`config.mk`:
```
export PLATFORM = sky130hd
export DESIGN_NAME = eth_rx
export DESIGN_NICKNAME = d
export VERILOG_FILES = /design/src/rtl/eth_rx.sv
export SDC_FILE = /design/constraint.sdc
export NUM_CORES = 1
export LEC_CHECK = 0
export CAP_MARGIN = 25
export CORE_UTILIZATION = 40
export CTS_CLUSTER_SIZE = 20
export DETAILED_ROUTE_END_ITERATION = 12
export MAX_ROUTING_LAYER = met4
export PLACE_DENSITY = 0.58
export SLEW_MARGIN = 10
export SYNTH_ARGS = -nofsm -noshare
export SYNTH_HDL_FRONTEND = slang
export SYNTH_SLANG_ARGS = --single-unit
```
`constraint.sdc`:
```
create_clock -name Clk -period 2.1 [get_ports Clk]
set_input_delay 0.525 -clock Clk [delete_from_list [all_inputs] [get_ports Clk]]
set_output_delay 0.525 -clock Clk [all_outputs]
set_load 0.02 [all_outputs]
```
`src/rtl/eth_rx.sv`:
```
// RMII receive path: preamble/SFD hunt, LSB-first byte assembly, destination filter,
// CRC-32 residue check and payload streaming through a 5-byte hold-back that strips the FCS.
module eth_rx #(
  parameter int unsigned pMII_WIDTH = 2,
  parameter logic [47:0] pMAC_ADDR  = 48'h020000000001,
  parameter int unsigned pMIN_BYTES = 64,
  parameter int unsigned pMAX_BYTES = 1518
) (
  input  logic                  Clk,
  input  logic                  Rst_n,
  input  logic                  Crs_Dv,
  input  logic [pMII_WIDTH-1:0] Rx_Data,
  output logic                  Dat_Vld,
  output logic [7:0]            Data,
  output logic                  Data_Last,
  output logic                  Frame_Err,
  output logic                  Hdr_Vld,
  output logic [47:0]           Src_Addr,
  output logic [15:0]           Len_Type
);

  localparam int unsigned CNT_W    = 11;
  localparam int unsigned HB_DEPTH = 5;
  localparam int unsigned HB_CW    = 3;
  localparam int unsigned PRE_W    = 3;

  localparam logic [CNT_W-1:0] MIN_BYTES = CNT_W'(pMIN_BYTES);
  localparam logic [CNT_W-1:0] MAX_BYTES = CNT_W'(pMAX_BYTES);
  localparam logic [HB_CW-1:0] HB_FULL   = HB_CW'(HB_DEPTH);
  localparam logic [PRE_W-1:0] PRE_MIN   = PRE_W'(4);
  localparam logic [31:0]      CRC_POLY  = 32'hEDB88320;
  localparam logic [31:0]      CRC_GOOD  = 32'hDEBB20E3;
  localparam logic [47:0]      BCAST     = 48'hFFFFFFFFFFFF;

  typedef enum logic [2:0] {
    S_IDLE,
    S_PREAMBLE,
    S_HEADER,
    S_PAYLOAD,
    S_END,
    S_DROP
  } state_t;

  // Reflected CRC-32, two bits per clock, bit 0 first in time.
  function automatic logic [31:0] crc_dibit(input logic [31:0] crc, input logic [1:0] d);
    logic [31:0] c;
    c = crc;
    for (int i = 0; i < 2; i++) begin
      if (c[0] ^ d[i]) c = (c >> 1) ^ CRC_POLY;
      else             c = c >> 1;
    end
    return c;
  endfunction

  logic                  crs_q;
  logic [pMII_WIDTH-1:0] rxd_q;

  state_t           state_q, state_d;
  logic [PRE_W-1:0] pre_cnt_q, pre_cnt_d;
  logic [CNT_W-1:0] dibit_cnt_q, dibit_cnt_d;
  logic [CNT_W-1:0] byte_cnt_q, byte_cnt_d;
  logic [31:0]      crc_q, crc_d;
  logic [5:0]       sr_q, sr_d;
  logic [47:0]      hsh_q, hsh_d;
  logic [7:0]       len_sh_q, len_sh_d;
  logic [7:0]       hb_q [HB_DEPTH];
  logic [7:0]       hb_d [HB_DEPTH];
  logic [HB_CW-1:0] hb_cnt_q, hb_cnt_d;

  logic        dat_vld_q, dat_vld_d;
  logic [7:0]  data_q, data_d;
  logic        last_q, last_d;
  logic        err_q, err_d;
  logic        hdr_vld_q, hdr_vld_d;
  logic [47:0] src_q, src_d;
  logic [15:0] len_q, len_d;

  logic [7:0]       byte_new;
  logic             byte_done;
  logic [CNT_W-3:0] dib_upper;
  logic [CNT_W-1:0] dibit_inc;
  logic [CNT_W-1:0] byte_inc;
  logic [47:0]      dst_word;
  logic             dst_miss;
  logic             hb_full;
  logic             end_err;

  assign byte_new  = {rxd_q, sr_q};
  assign byte_done = (dibit_cnt_q[1:0] == 2'd3);
  assign dib_upper = dibit_cnt_q[CNT_W-1:2];
  // Upper bits saturate while the in-byte phase keeps cycling, so long frames still assemble bytes.
  assign dibit_inc = {(byte_done && !(&dib_upper)) ? dib_upper + (CNT_W-2)'(1) : dib_upper,
                      dibit_cnt_q[1:0] + 2'd1};
  assign byte_inc  = (&byte_cnt_q) ? byte_cnt_q : byte_cnt_q + CNT_W'(1);
  assign dst_word  = {hsh_q[39:0], byte_new};
  assign dst_miss  = (dst_word != pMAC_ADDR) && (dst_word != BCAST);
  assign hb_full   = (hb_cnt_q == HB_FULL);
  assign end_err   = (crc_q != CRC_GOOD) || (byte_cnt_q < MIN_BYTES) || (dibit_cnt_q[1:0] != 2'd0);

  always_comb begin
    state_d     = state_q;
    pre_cnt_d   = pre_cnt_q;
    dibit_cnt_d = dibit_cnt_q;
    byte_cnt_d  = byte_cnt_q;
    crc_d       = crc_q;
    sr_d        = sr_q;
    hsh_d       = hsh_q;
    len_sh_d    = len_sh_q;
    hb_d        = hb_q;
    hb_cnt_d    = hb_cnt_q;
    dat_vld_d   = 1'b0;
    data_d      = '0;
    last_d      = 1'b0;
    err_d       = 1'b0;
    hdr_vld_d   = 1'b0;
    src_d       = src_q;
    len_d       = len_q;

    case (state_q)
      S_IDLE: begin
        if (crs_q) begin
          state_d   = S_PREAMBLE;
          pre_cnt_d = '0;
        end
      end

      S_PREAMBLE: begin
        if (!crs_q) begin
          state_d = S_IDLE;
        end else if (rxd_q == 2'b01) begin
          if (pre_cnt_q != PRE_MIN) pre_cnt_d = pre_cnt_q + PRE_W'(1);
        end else if (rxd_q == 2'b11 && pre_cnt_q == PRE_MIN) begin
          state_d     = S_HEADER;
          dibit_cnt_d = '0;
          byte_cnt_d  = '0;
          crc_d       = '1;
          hb_cnt_d    = '0;
        end else begin
          state_d = S_DROP;
        end
      end

      S_HEADER, S_PAYLOAD: begin
        if (!crs_q) begin
          // Whatever is still held back is the FCS; only the oldest byte is released.
          dat_vld_d = 1'b1;
          last_d    = 1'b1;
          data_d    = hb_full ? hb_q[0] : '0;
          err_d     = end_err;
          state_d   = S_END;
        end else begin
          sr_d        = {rxd_q, sr_q[5:2]};
          crc_d       = crc_dibit(crc_q, rxd_q);
          dibit_cnt_d = dibit_inc;
          if (byte_done) begin
            byte_cnt_d = byte_inc;
            if (state_q == S_HEADER) begin
              if (byte_cnt_q < CNT_W'(12)) begin
                hsh_d = {hsh_q[39:0], byte_new};
                if (byte_cnt_q == CNT_W'(5) && dst_miss) state_d = S_DROP;
              end else if (byte_cnt_q == CNT_W'(12)) begin
                len_sh_d = byte_new;
              end else begin
                hdr_vld_d = 1'b1;
                src_d     = hsh_q;
                len_d     = {len_sh_q, byte_new};
                state_d   = S_PAYLOAD;
              end
            end else if (byte_cnt_q >= MAX_BYTES) begin
              dat_vld_d = 1'b1;
              last_d    = 1'b1;
              err_d     = 1'b1;
              data_d    = hb_full ? hb_q[0] : '0;
              state_d   = S_DROP;
            end else if (hb_full) begin
              dat_vld_d = 1'b1;
              data_d    = hb_q[0];
              for (int i = 0; i < int'(HB_DEPTH) - 1; i++) hb_d[i] = hb_q[i+1];
              hb_d[HB_DEPTH-1] = byte_new;
            end else begin
              for (int i = 0; i < int'(HB_DEPTH); i++) begin
                if (HB_CW'(i) == hb_cnt_q) hb_d[i] = byte_new;
              end
              hb_cnt_d = hb_cnt_q + HB_CW'(1);
            end
          end
        end
      end

      S_END: state_d = S_IDLE;

      S_DROP: begin
        if (!crs_q) state_d = S_IDLE;
      end

      default: state_d = S_IDLE;
    endcase
  end

  always_ff @(posedge Clk or negedge Rst_n) begin
    if (!Rst_n) begin
      crs_q       <= 1'b0;
      rxd_q       <= '0;
      state_q     <= S_IDLE;
      pre_cnt_q   <= '0;
      dibit_cnt_q <= '0;
      byte_cnt_q  <= '0;
      crc_q       <= '1;
      sr_q        <= '0;
      hsh_q       <= '0;
      len_sh_q    <= '0;
      hb_q        <= '{default: '0};
      hb_cnt_q    <= '0;
      dat_vld_q   <= 1'b0;
      data_q      <= '0;
      last_q      <= 1'b0;
      err_q       <= 1'b0;
      hdr_vld_q   <= 1'b0;
      src_q       <= '0;
      len_q       <= '0;
    end else begin
      crs_q       <= Crs_Dv;
      rxd_q       <= Rx_Data;
      state_q     <= state_d;
      pre_cnt_q   <= pre_cnt_d;
      dibit_cnt_q <= dibit_cnt_d;
      byte_cnt_q  <= byte_cnt_d;
      crc_q       <= crc_d;
      sr_q        <= sr_d;
      hsh_q       <= hsh_d;
      len_sh_q    <= len_sh_d;
      hb_q        <= hb_d;
      hb_cnt_q    <= hb_cnt_d;
      dat_vld_q   <= dat_vld_d;
      data_q      <= data_d;
      last_q      <= last_d;
      err_q       <= err_d;
      hdr_vld_q   <= hdr_vld_d;
      src_q       <= src_d;
      len_q       <= len_d;
    end
  end

  assign Dat_Vld   = dat_vld_q;
  assign Data      = data_q;
  assign Data_Last = last_q;
  assign Frame_Err = err_q;
  assign Hdr_Vld   = hdr_vld_q;
  assign Src_Addr  = src_q;
  assign Len_Type  = len_q;

endmodule

```
* Word level (Yosys, flattened, before mapping)
Index checks and enable logic that the tools add are counted.
** Word-level totals
- Flip-flop bits (word level) :: 244
- Bits of input ports :: 5
- Output and inout bits :: 76
- Word-level logic and storage cells :: 189
** Operators by class
- Add/subtract/negate cells :: 5
- Magnitude comparators :: 3
- Equal/unequal tests :: 38
- Muxes and demuxes :: 76
- Bitwise operators :: 8
- Reductions and logical operators :: 35
** Operators by type and width (count)
- $mux W32 :: 8
- $mux W8 :: 10
- $mux W11 :: 7
- $mux W3 :: 24
- $pmux W32 S2 :: 1
- $ne A48 B42 Y1 const B :: 1
- $ne A48 B48 Y1 const B :: 1
- $reduce_and A6 Y1 :: 8
- $pmux W11 S2 :: 2
- $mux W40 :: 1
- $ne A32 B32 Y1 const B :: 1
- $ne A2 B2 Y1 const B :: 14
- $not A13 Y14 :: 2
- $mux W1 :: 19
- $reduce_and A9 Y1 :: 2
- $reduce_bool A2 Y1 :: 8
- $reduce_and A5 Y1 :: 3
- $reduce_and A7 Y1 :: 2
- $pmux W3 S2 :: 2
- $pmux W3 S4 :: 1
- $add A11 B1 Y11 const B :: 1
- $eq A11 B3 Y1 const B :: 1
- $eq A11 B4 Y1 const B :: 1
- $ge A11 B11 Y1 const B :: 1
- 26 further kinds :: 44

* Depth between registers and ports, before layout
Gate-level depths: netlist of run 1.
- Depth after elaboration :: 9
- Depth in mapped cells :: 9
- Mapped depth without buffers :: 8

* Worst setup path after synthesis of run 1
OpenSTA, ideal clock, no wires.
- Path kind :: reg2reg
- Start :: reg byte_cnt_q[8]
- End :: reg src_q[0], in the netlist Src_Addr[0]
- Library setup time :: 125 ps
- Arrival :: 1859 ps
- Data required time :: 1975 ps
- Slack :: 116 ps
- Stages on the path, launching flop included :: 9
- Path buffers :: 2
- Period minus slack after synthesis :: 1984 ps
- Cell sequence :: dfrtp_1 > nor4_1 > nand2b_4 > nor2_1 > nor2_2 > o211ai_2 > buf_6 > buf_6 > mux2_4
** Between the ends
- Longest elaborated chain between the ends :: 3
- Elaborated cells on any way between the ends :: 5
- Those cells by class :: order compare (1); eq/ne (1); bitwise (2); reduce/logical (1)
** RTL lines
- start, declared :: line 61 : logic [CNT_W-1:0] byte_cnt_q, byte_cnt_d;
- start signal, assigned :: line 227 : byte_cnt_q <= byte_cnt_d;
- $lt A11 B4 Y1 or $eq A11 B4 Y1 (tied branches) :: line 158, 161
- $not A1 Y1 (no line)
- $reduce_and A6 Y1 (no line) (*)
- end signal, assigned :: line 239 : src_q <= src_d;
- end, declared :: line 75 : logic [47:0] src_q, src_d;
Mark *: on every way between the ends. The rest lies on a longest branch, timed or not.
A chain may end at the register's enable or synchronous reset.

* Worst setup path in the final report of run 1
- Start :: reg src_q[39], in the netlist Src_Addr[39]
- End :: out Src_Addr[39]
** RTL lines
- end, declared :: line 18 : output logic [47:0] Src_Addr,
No word-level cell between the ends.

==> results of run 1 <==
-- report_power, final --
group	switching [mW]	total (mW)	internal (mW)
clock	1.85	4.61	2.75
combinational	1.76	3.33	1.58
sequential	0.702	6.16	5.45
-- kinds of logic (layout without fill, tap and decap cells) --
kind of cell / Yosys count / after routing
flops: 235 / 235
compound gates: 136 / 136
simple gates: 208 / 209
fa+ha+maj: 11 / 11
buf+inv: 54 / 233
mux: 137 / 137
xor+xnor: 30 / 30
-- metrics by stage --
stage	setup TNS [ns]	setup slack [ns]	instances	utilization [%]
after floorplan	0	0.116	811	-
after global placement	-0.397	-0.0505	1268	47.3
after detailed placement	-1.03	-0.120	1268	47.3
after CTS	0	0.000482	1318	50.9
after global routing	-0.361	-0.0477	1326	51.5
final	0	0.0419	1326	51.5
-- flip-flops by register name (all words and copies together) (netlist names) --
signal,cells
sr_q,6
crc_q,32
state_q,3
crs_q,1
dibit_cnt_q,2
Data_Last,1
hb_q,40
Frame_Err,1
rxd_q,2
pre_cnt_q,3
len_sh_q,8
hb_cnt_q,3
Dat_Vld,1
Data,8
Len_Type,16
Src_Addr,48
Hdr_Vld,1
hsh_q,48
byte_cnt_q,11
-- path summary, 6_finish.rpt --
path,endpoint,slack [ns],from,cells after the start
max,Src_Addr[39],0.04,Src_Addr[39],1
min,crs_q,0.43,Crs_Dv,1
max reg2reg,hsh_q[31],0.06,byte_cnt_q[7],7
min reg2reg,Data[7],0.48,hb_q[39],1
max in group asynchronous,hb_q[33],0.97,Rst_n,3
min in group asynchronous,Src_Addr[44],0.45,Rst_n,2
-- final cells by class --
class                           instances  area, um^2
Clock inverter                         11         166
Timing Repair Buffer                  169        1660
Multi-Input combinational cell        523        4410
Tap cell                              335         419
Sequential cell                       235        5920
Fill cell                            2259       12600
Inverter                               16        60.1
Clock buffer                           37         712
-- cell usage after synthesis (2+ instances only) --
master and n:
nor3_2 3, dfstp_2 32, xnor2_1 21, and4_1 2
nand3_1 9, xor2_4 2, o21ai_1 2, nand2b_1 4
nand4_1 26, nor3_1 6, o22a_1 13, nand2_1 19
mux2_2 58, nor2b_1 10, o32ai_1 2, a21oi_1 94
inv_1 16, and2_1 11, or3_1 3, buf_4 5
and3_1 3, ha_1 11, a31oi_1 2, nor4b_2 2
nor2_1 75, xor2_1 6, buf_6 11, nor4_1 17
o21ai_0 11, clkbuf_1 11, mux2_4 77, nor3_4 7
buf_2 11, dfrtp_1 203
-- layer usage --
metal,up-vias,routed length [um]
met5,-,0
met4,0,257
met3,21,886
met2,127,10800
met1,3468,11400
li1,3220,-
-- repair_timing --
action | 4_1_cts | 5_1_grt
endpoints found under the setup margin | 52 | 171
pin swaps | 2 | 8
endpoints found under the hold margin | 32 | 0
setup buffers | 0 | 8
cloned | 1 | 0
gates resized for setup | 10 | 23
hold buffers | 1 | 0
==> results.yml, run 1 <==
status:
  status: "finished clean"
power_and_ir_drop:
  power_mw: 14.1
  power.density_nw_per_um2: 1060
  ir_drop_v: 0.000534
  p_leak_nw: 6.33
drt:
  num_vias: 6836
  wl_per_cell_um: 17.6
  ant_nets: 0
  dr.pass1.iters: 5
  drt_iter0_drc: 311
  remaining_drc_errors: 0
  wl_um: 23400
  viasPerCell: 5.16
placed_design:
  place_area_um2: 12300
  gp_congestion: 0.813
  dp_hpwl_um: 15900
  port_buffers: 80
critical_path:
  crit_fanout: 2
  crit_chain: "clkdlybuf4s50_1"
  crit_required_ns: 1.57
  cp_top_family: "buffers and inverters"
  path_buf_inv: 1
  path_class: "reg2out"
  critPathArrivalTime_ns: 1.53
  start_kind: "flip-flop"
  critPathMaxStageDelay_ns: 0.61
  critPathCaptureType: "output port"
  crit_slowest_cell: "clkdlybuf4s50_1"
yosys:
  synth_edf_count: 0
  ys_seq_area_share_pct: 56.2
  ys_types: 60
  yosys_warnings: 0
  ys_ff_latch: 235
  synth_simple_gate_area_share_pct: 11.4
  synth_top_area_share_pct: 48.2
  syn_area_um2: 10500
  synthTopCellsByArea: "dfrtp_1 (48%), mux2_4 (11%), dfstp_2 (8.0%)"
  synth_top_cell_by_area: "dfrtp_1"
  syn_nets: 827
  synthFlopType: "dfrtp_1"
  synth_cells: 811
  synthAdderAreaFrac_pct: 1.31
  async_reset_ff_share_pct: 100
  synth_xor_area_share_pct: 2.92
  synth-compound-area-share_pct: 7.77
  syn_area_per_cell_um2: 13.0
  synth_top_family_by_area: "multiplexers"
  muxShareOfSynthArea_pct: 17.4
global_route:
  grtUsageMet2_pct: 28.2
  grt_util_met3_pct: 2.40
  antenna_found_initial: 0
  busiest_layer: "met2"
  track_usage_pct: 18.6
  met1_usage_pct: 26.5
  grt-ovfl-total: 0
  grt_max_degree: 67
  grt_pass1_vias: 7099
  grt_pass1_wl_um: 38500
cells_and_area:
  synthToLayoutAreaGrowth_pct: 26.8
  final_layout_size_suffix_gt1_share_pct: 34.2
  design_area_um2: 13300
  n_antenna_cell: 0
  layout_common_cells: "dfrtp_1 (202), a21oi_1 (94), mux2_4 (77)"
  fin_nets: 987
  final_common_cell: "dfrtp_1"
timing:
  setup_viol: 0
  holdWs_ns: 0.431
  period_minus_slack_ns: 2.06
  fmax_mhz: 486
  post-route-period-util_pct: 98.0
  final_hold_viol_count: 0
  rsz0062_at_grt: "true"
  slew_headroom_pct: 62.0
  fin_skew_ns: 0.0189
  worst_pin_slew_ns: 0.570
  maxSlewViolCount: 0
die:
  std_cell_rows: 59
  coreArea_um2: 25900
  start_util_pct: 40.6
  fp.dieW_um: 164
  io_pins: 81
  dieArea_um2: 27000
  fp.dieH_um: 164
cts:
  clockRootBuffer: "clkbuf_16"
  h-tree-depth: 1
  clkTransAtPathRegs_ns: 0.06
  max-clock-path-buffers: 3
  cts_sinks: 235
  tritoncts: "built"
  insertion_delay_ns: 0.54
  cts_made_buffers: 26
worst_hold_path:
  hold_path_class: "in2reg"
run:
  drv_cap: 0
No activity file was read; power rests on OpenSTA's default activity.
==> run 2: changes to the inputs <==
CELL_PAD_IN_SITES_DETAIL_PLACEMENT = 0   (was unset)
CELL_PAD_IN_SITES_GLOBAL_PLACEMENT = 2   (was unset)
CORE_UTILIZATION = 37   (was 40)
PLACE_DENSITY = 0.74   (was 0.58)
==> results.yml, run 2 (synthesis gave the netlist of run 1 again) <==
status:
  status: "finished clean"
placed_design:
  pre_cts_slack_ns: -0.141
  dp_hpwl_um: 16300
  port_buffers: 80
  gp_congestion: 0.785
  dp_cells: 1317
timing:
  worst_pin_slew_ns: 0.443
  setup_viol: 0
  timing.final.ws_setup_ns: 0.0329
  slew_headroom_pct: 70.2
  period_minus_slack_ns: 2.07
  maxSlewViolCount: 0
  post-route-period-util_pct: 98.4
  fmax_mhz: 484
  final_hold_viol_count: 0
  fin_skew_ns: 0.0221
critical_path:
  crit_slowest_cell: "clkdlybuf4s50_1"
  reg2reg_slack_ns: 0.06
  start_kind: "flip-flop"
  path_class: "reg2out"
  critPathCaptureType: "output port"
  reg2regPathDepth: 9
  crit_fanout: 2
  critPathArrivalTime_ns: 1.54
  crit_chain: "clkdlybuf4s50_1"
  crit_required_ns: 1.57
  cp_top_family: "buffers and inverters"
  critPathMaxStageDelay_ns: 0.62
  regToRegStartpoint: "byte_cnt_q[6]"
  r2r_end: "Len_Type[11]"
  path_buf_inv: 1
drt:
  remaining_drc_errors: 0
  wl_um: 23600
  dr.pass1.iters: 6
  wl_per_cell_um: 17.2
  num_vias: 6804
  ant_nets: 0
  viasPerCell: 4.96
  drt_iter0_drc: 381
cells_and_area:
  synthToLayoutAreaGrowth_pct: 28.8
  ff_latch_area_um2: 5920
  final_layout_size_suffix_gt1_share_pct: 34.3
  instances_no_fill: 1371
  fin_nets: 989
  n_antenna_cell: 0
  layout_common_cells: "dfrtp_1 (203), a21oi_1 (94), mux2_4 (78)"
  final_common_cell: "dfrtp_1"
  multi_input_area_um2: 4380
  nFillCells: 2484
power_and_ir_drop:
  p_leak_nw: 6.41
  ir_drop_v: 0.000603
  power.density_nw_per_um2: 1090
cts:
  cts_made_buffers: 26
  max-clock-path-buffers: 3
  cts_sinks: 235
  h-tree-depth: 1
  clockRootBuffer: "clkbuf_16"
  tritoncts: "built"
  insertion_delay_ns: 0.53
  clkTransAtPathRegs_ns: 0.06
die:
  dieArea_um2: 29100
  coreArea_um2: 27900
  fp.dieW_um: 171
  std_cell_rows: 61
  start_util_pct: 37.8
  io_pins: 81
  fp.dieH_um: 171
global_route:
  track_usage_pct: 17.2
  grt-ovfl-total: 0
  grt_pass1_wl_um: 38300
  antenna_found_initial: 0
  grt_max_degree: 56
  grt_pass1_vias: 6923
run:
  drv_cap: 0
worst_hold_path:
  hold_path_startpoint: "Rx_Data[1]"
  hold_path_class: "in2reg"
  hold_path_end: "rxd_q[1]"
  holdPathStages: 1
==> run 2: worst max path at each step <==
| stage | depth (start not counted) | from | end |
|---|---|---|---|
| after global placement | 6 | byte_cnt_q[8] | Src_Addr[11] |
| after floorplan | 8 | byte_cnt_q[8] | Src_Addr[0] |
| after global routing | 8 | byte_cnt_q[4] | hb_q[35] |
| after detailed placement | 6 | byte_cnt_q[8] | Src_Addr[15] |
| final | 1 | Src_Addr[30] | Src_Addr[30] |
| after CTS | 1 | Src_Addr[30] | Src_Addr[30] |
==> run 2: timing repair <==
item | CTS | global route
hold endpoints to repair | 46 | 0
setup buffers | 2 | 3
gates cloned | 0 | 0
hold buffers | 1 | 0
pin swaps | 3 | 4
endpoints found under the setup margin | 104 | 115
gates resized for setup | 5 | 18
==> run 2: area by class of cell <==
cell class,instances,share of cell area (%)
Clock inverter,14,2.11
Tap cell,378,3.49
Timing Repair Buffer,172,12.6
Inverter,16,0.443
Multi-Input combinational cell,522,32.3
Clock buffer,34,5.39
Sequential cell,235,43.7
==> run 2: stage by stage <==
stage,TNS (ns),total power [mW],hold WS (ns),cell area (um^2),utilization [%]
2_1_floorplan,0,8.17,0.229,10500,-
3_3_place_gp,-7.51,9.44,0.466,12400,44.5
3_5_place_dp,-8.54,9.49,0.465,12400,44.5
4_1_cts,0,14.9,0.451,13500,48.3
5_1_grt,-0.193,15.6,0.464,13600,48.7
6_report,0,14.7,0.470,13600,48.7
==> run 2: metal layers <==
| metal | vias up | part of all wire, % | GRT usage [%] |
|---|---|---|---|
| li1 | 3228 | - | - |
| met1 | 3433 | 49 | 24.3 |
| met2 | 113 | 45 | 25.8 |
| met3 | 30 | 3.8 | 2.61 |
| met4 | 0 | 2.0 | 4.43 |
| met5 | - | 0 | - |
==> run 2: report_power, final <==
group | switching [mW] | total, mW | internal, mW | leakage, nW
combinational | 1.77 | 3.33 | 1.57 | 2.80
clock | 1.86 | 5.29 | 3.43 | 0.492
sequential | 0.665 | 6.12 | 5.45 | 3.12
total | 4.29 | 14.7 | 10.5 | 6.41
==> edit (flow settings as in run 1) <==
Register the output `Len_Type` once more, cleared by the reset; this adds one clock of latency there. The other outputs are not delayed to match.
--- a/src/rtl/eth_rx.sv
+++ b/src/rtl/eth_rx.sv
@@ -249,3 +249,9 @@
   assign Src_Addr  = src_q;
-  assign Len_Type  = len_q;
+  always_ff @(posedge Clk or negedge Rst_n) begin
+    if (!Rst_n) begin
+      Len_Type <= '0;
+    end else begin
+      Len_Type <= len_q;
+    end
+  end
 
Behaviour: same outputs for any inputs over 4 cycles, from zero or initial values and one cycle with Rst_n low; that may be too few to reach the edited logic, so the function may still have changed.
==> edit against run 1 <==
The run now ends with DRC left. Setup slack improved by 29 ps. Critical path depth stayed put. Cell area shrank 1.3%. Routed wire length shrank 4.7%. Area after synthesis grew 0.49%. Sequential share of layout area grew 3.6 points. Hold slack got worse by 58 ps. Sequential cell count grew 16. Critical path type unchanged. Highest routed layer unchanged.
Power is not compared: it rests on default switching activity, and its combinational part moved more than twofold at a synthesized area within 25%.
==> edit: results (changes against run 1) <==
| Metric | Value |
|---|---|
| Status | finished, violations left (was finished, final reports clean) |
| Failing checks | DRC |
| Cts bufs inserted | 27 (was 26) |
| WHS | 373 ps (was 431 ps) |
| DRC | 2 (was 0) |
| WP data arrival | 1500 ps (was 1530 ps) |
| Post-synthesis compound-gate area fraction | 0.0805 (was 0.0777) |
| R2r endpoint | state_q[1]$_DFFE_PN0P_ (was hsh_q[31]$_DFFE_PN0P_) |
| Slew of the pin with the lowest slew margin | 486 ps (was 570 ps) |
| R2r startpoint | hsh_q[35]$_DFFE_PN0P_ (was byte_cnt_q[7]$_DFFE_PN0P_) |
| Critical Path End | Src_Addr[10] (was Src_Addr[39]) |
| Cell count after placement | 1273 (was 1268) |
| Largest net degree at the start of global routing | 59 (was 67) |
| Synth Area in Adders | 0.0130 (was 0.0131) |
| Worst Hold Launch | len_q[5]$_DFFE_PN0P_ (was Crs_Dv) |
| Ranking of synthesized cells by area | dfrtp_1 (52%), mux2_2 (13%), dfstp_2 (7.9%), a21oi_1 (4.0%), nor2_1 (2.2%) (was dfrtp_1 (48%), mux2_4 (11%), dfstp_2 (8.0%), mux2_2 (6.2%), a21oi_1 (4.5%)) |
| Worst hold path type | flip-flop to flip-flop (was primary input to flip-flop) |
| Placed Area | 12200 µm² (was 12300 µm²) |
| GR Util All Layers | 0.178 (was 0.186) |
| Synth cell types | 59 (was 60) |
| Top cells by count, synth | dfrtp_1 (219), mux2_2 (118), a21oi_1 (84) (was dfrtp_1 (203), a21oi_1 (94), mux2_4 (77)) |
| CTS-repair resized insts | 1 (was 10) |
| Layout net count | 985 (was 987) |
| Final Wtd Congestion | 0.798 (was 0.813) |
| Synthesized instance count | 840 (was 811) |
| Worst Skew | 7.41 ps (was 18.9 ps) |
| Pre-antenna DRT Iters | 8 (was 5) |
| DR vias | 6772 (was 6836) |
| First-pass GRT wire length | 37200 µm (was 38500 µm) |
| Post-DP HPWL | 15000 µm (was 15900 µm) |
edit: per-stage QoR:
stage	total power, mW	setup WS (ps)
2_1_floorplan	5.43	145
3_3_place_gp	5.66	76.8
4_1_cts	10.9	6.25
6_report	10.7	70.5
5_1_grt	11.1	5.17
3_5_place_dp	5.67	-7.98
edit: per-layer routing:
metal,up-vias,track usage,part of all wire
met5,-,-,0
met4,0,0.0471,0.019
met3,35,0.0239,0.028
met2,100,0.262,0.45
met1,3411,0.258,0.50
li1,3226,-,-
edit: cell type report:
cell class / instances / area (µm²)
Fill cell: 2301 / 12800
Sequential cell: 251 / 6320
Multi-Input combinational cell: 528 / 3950
Timing Repair Buffer: 146 / 1460
Clock buffer: 34 / 732
Tap cell: 335 / 419
Clock inverter: 15 / 240
Inverter: 15 / 56.3
edit: worst register-to-register path: stages (launching register included):
cell     delay (ps)
dfrtp_1         370
nor4_1          420
nand4_1         180
nor3_1          290
a31oi_1         120
o211a_1         160
mux2_1          320
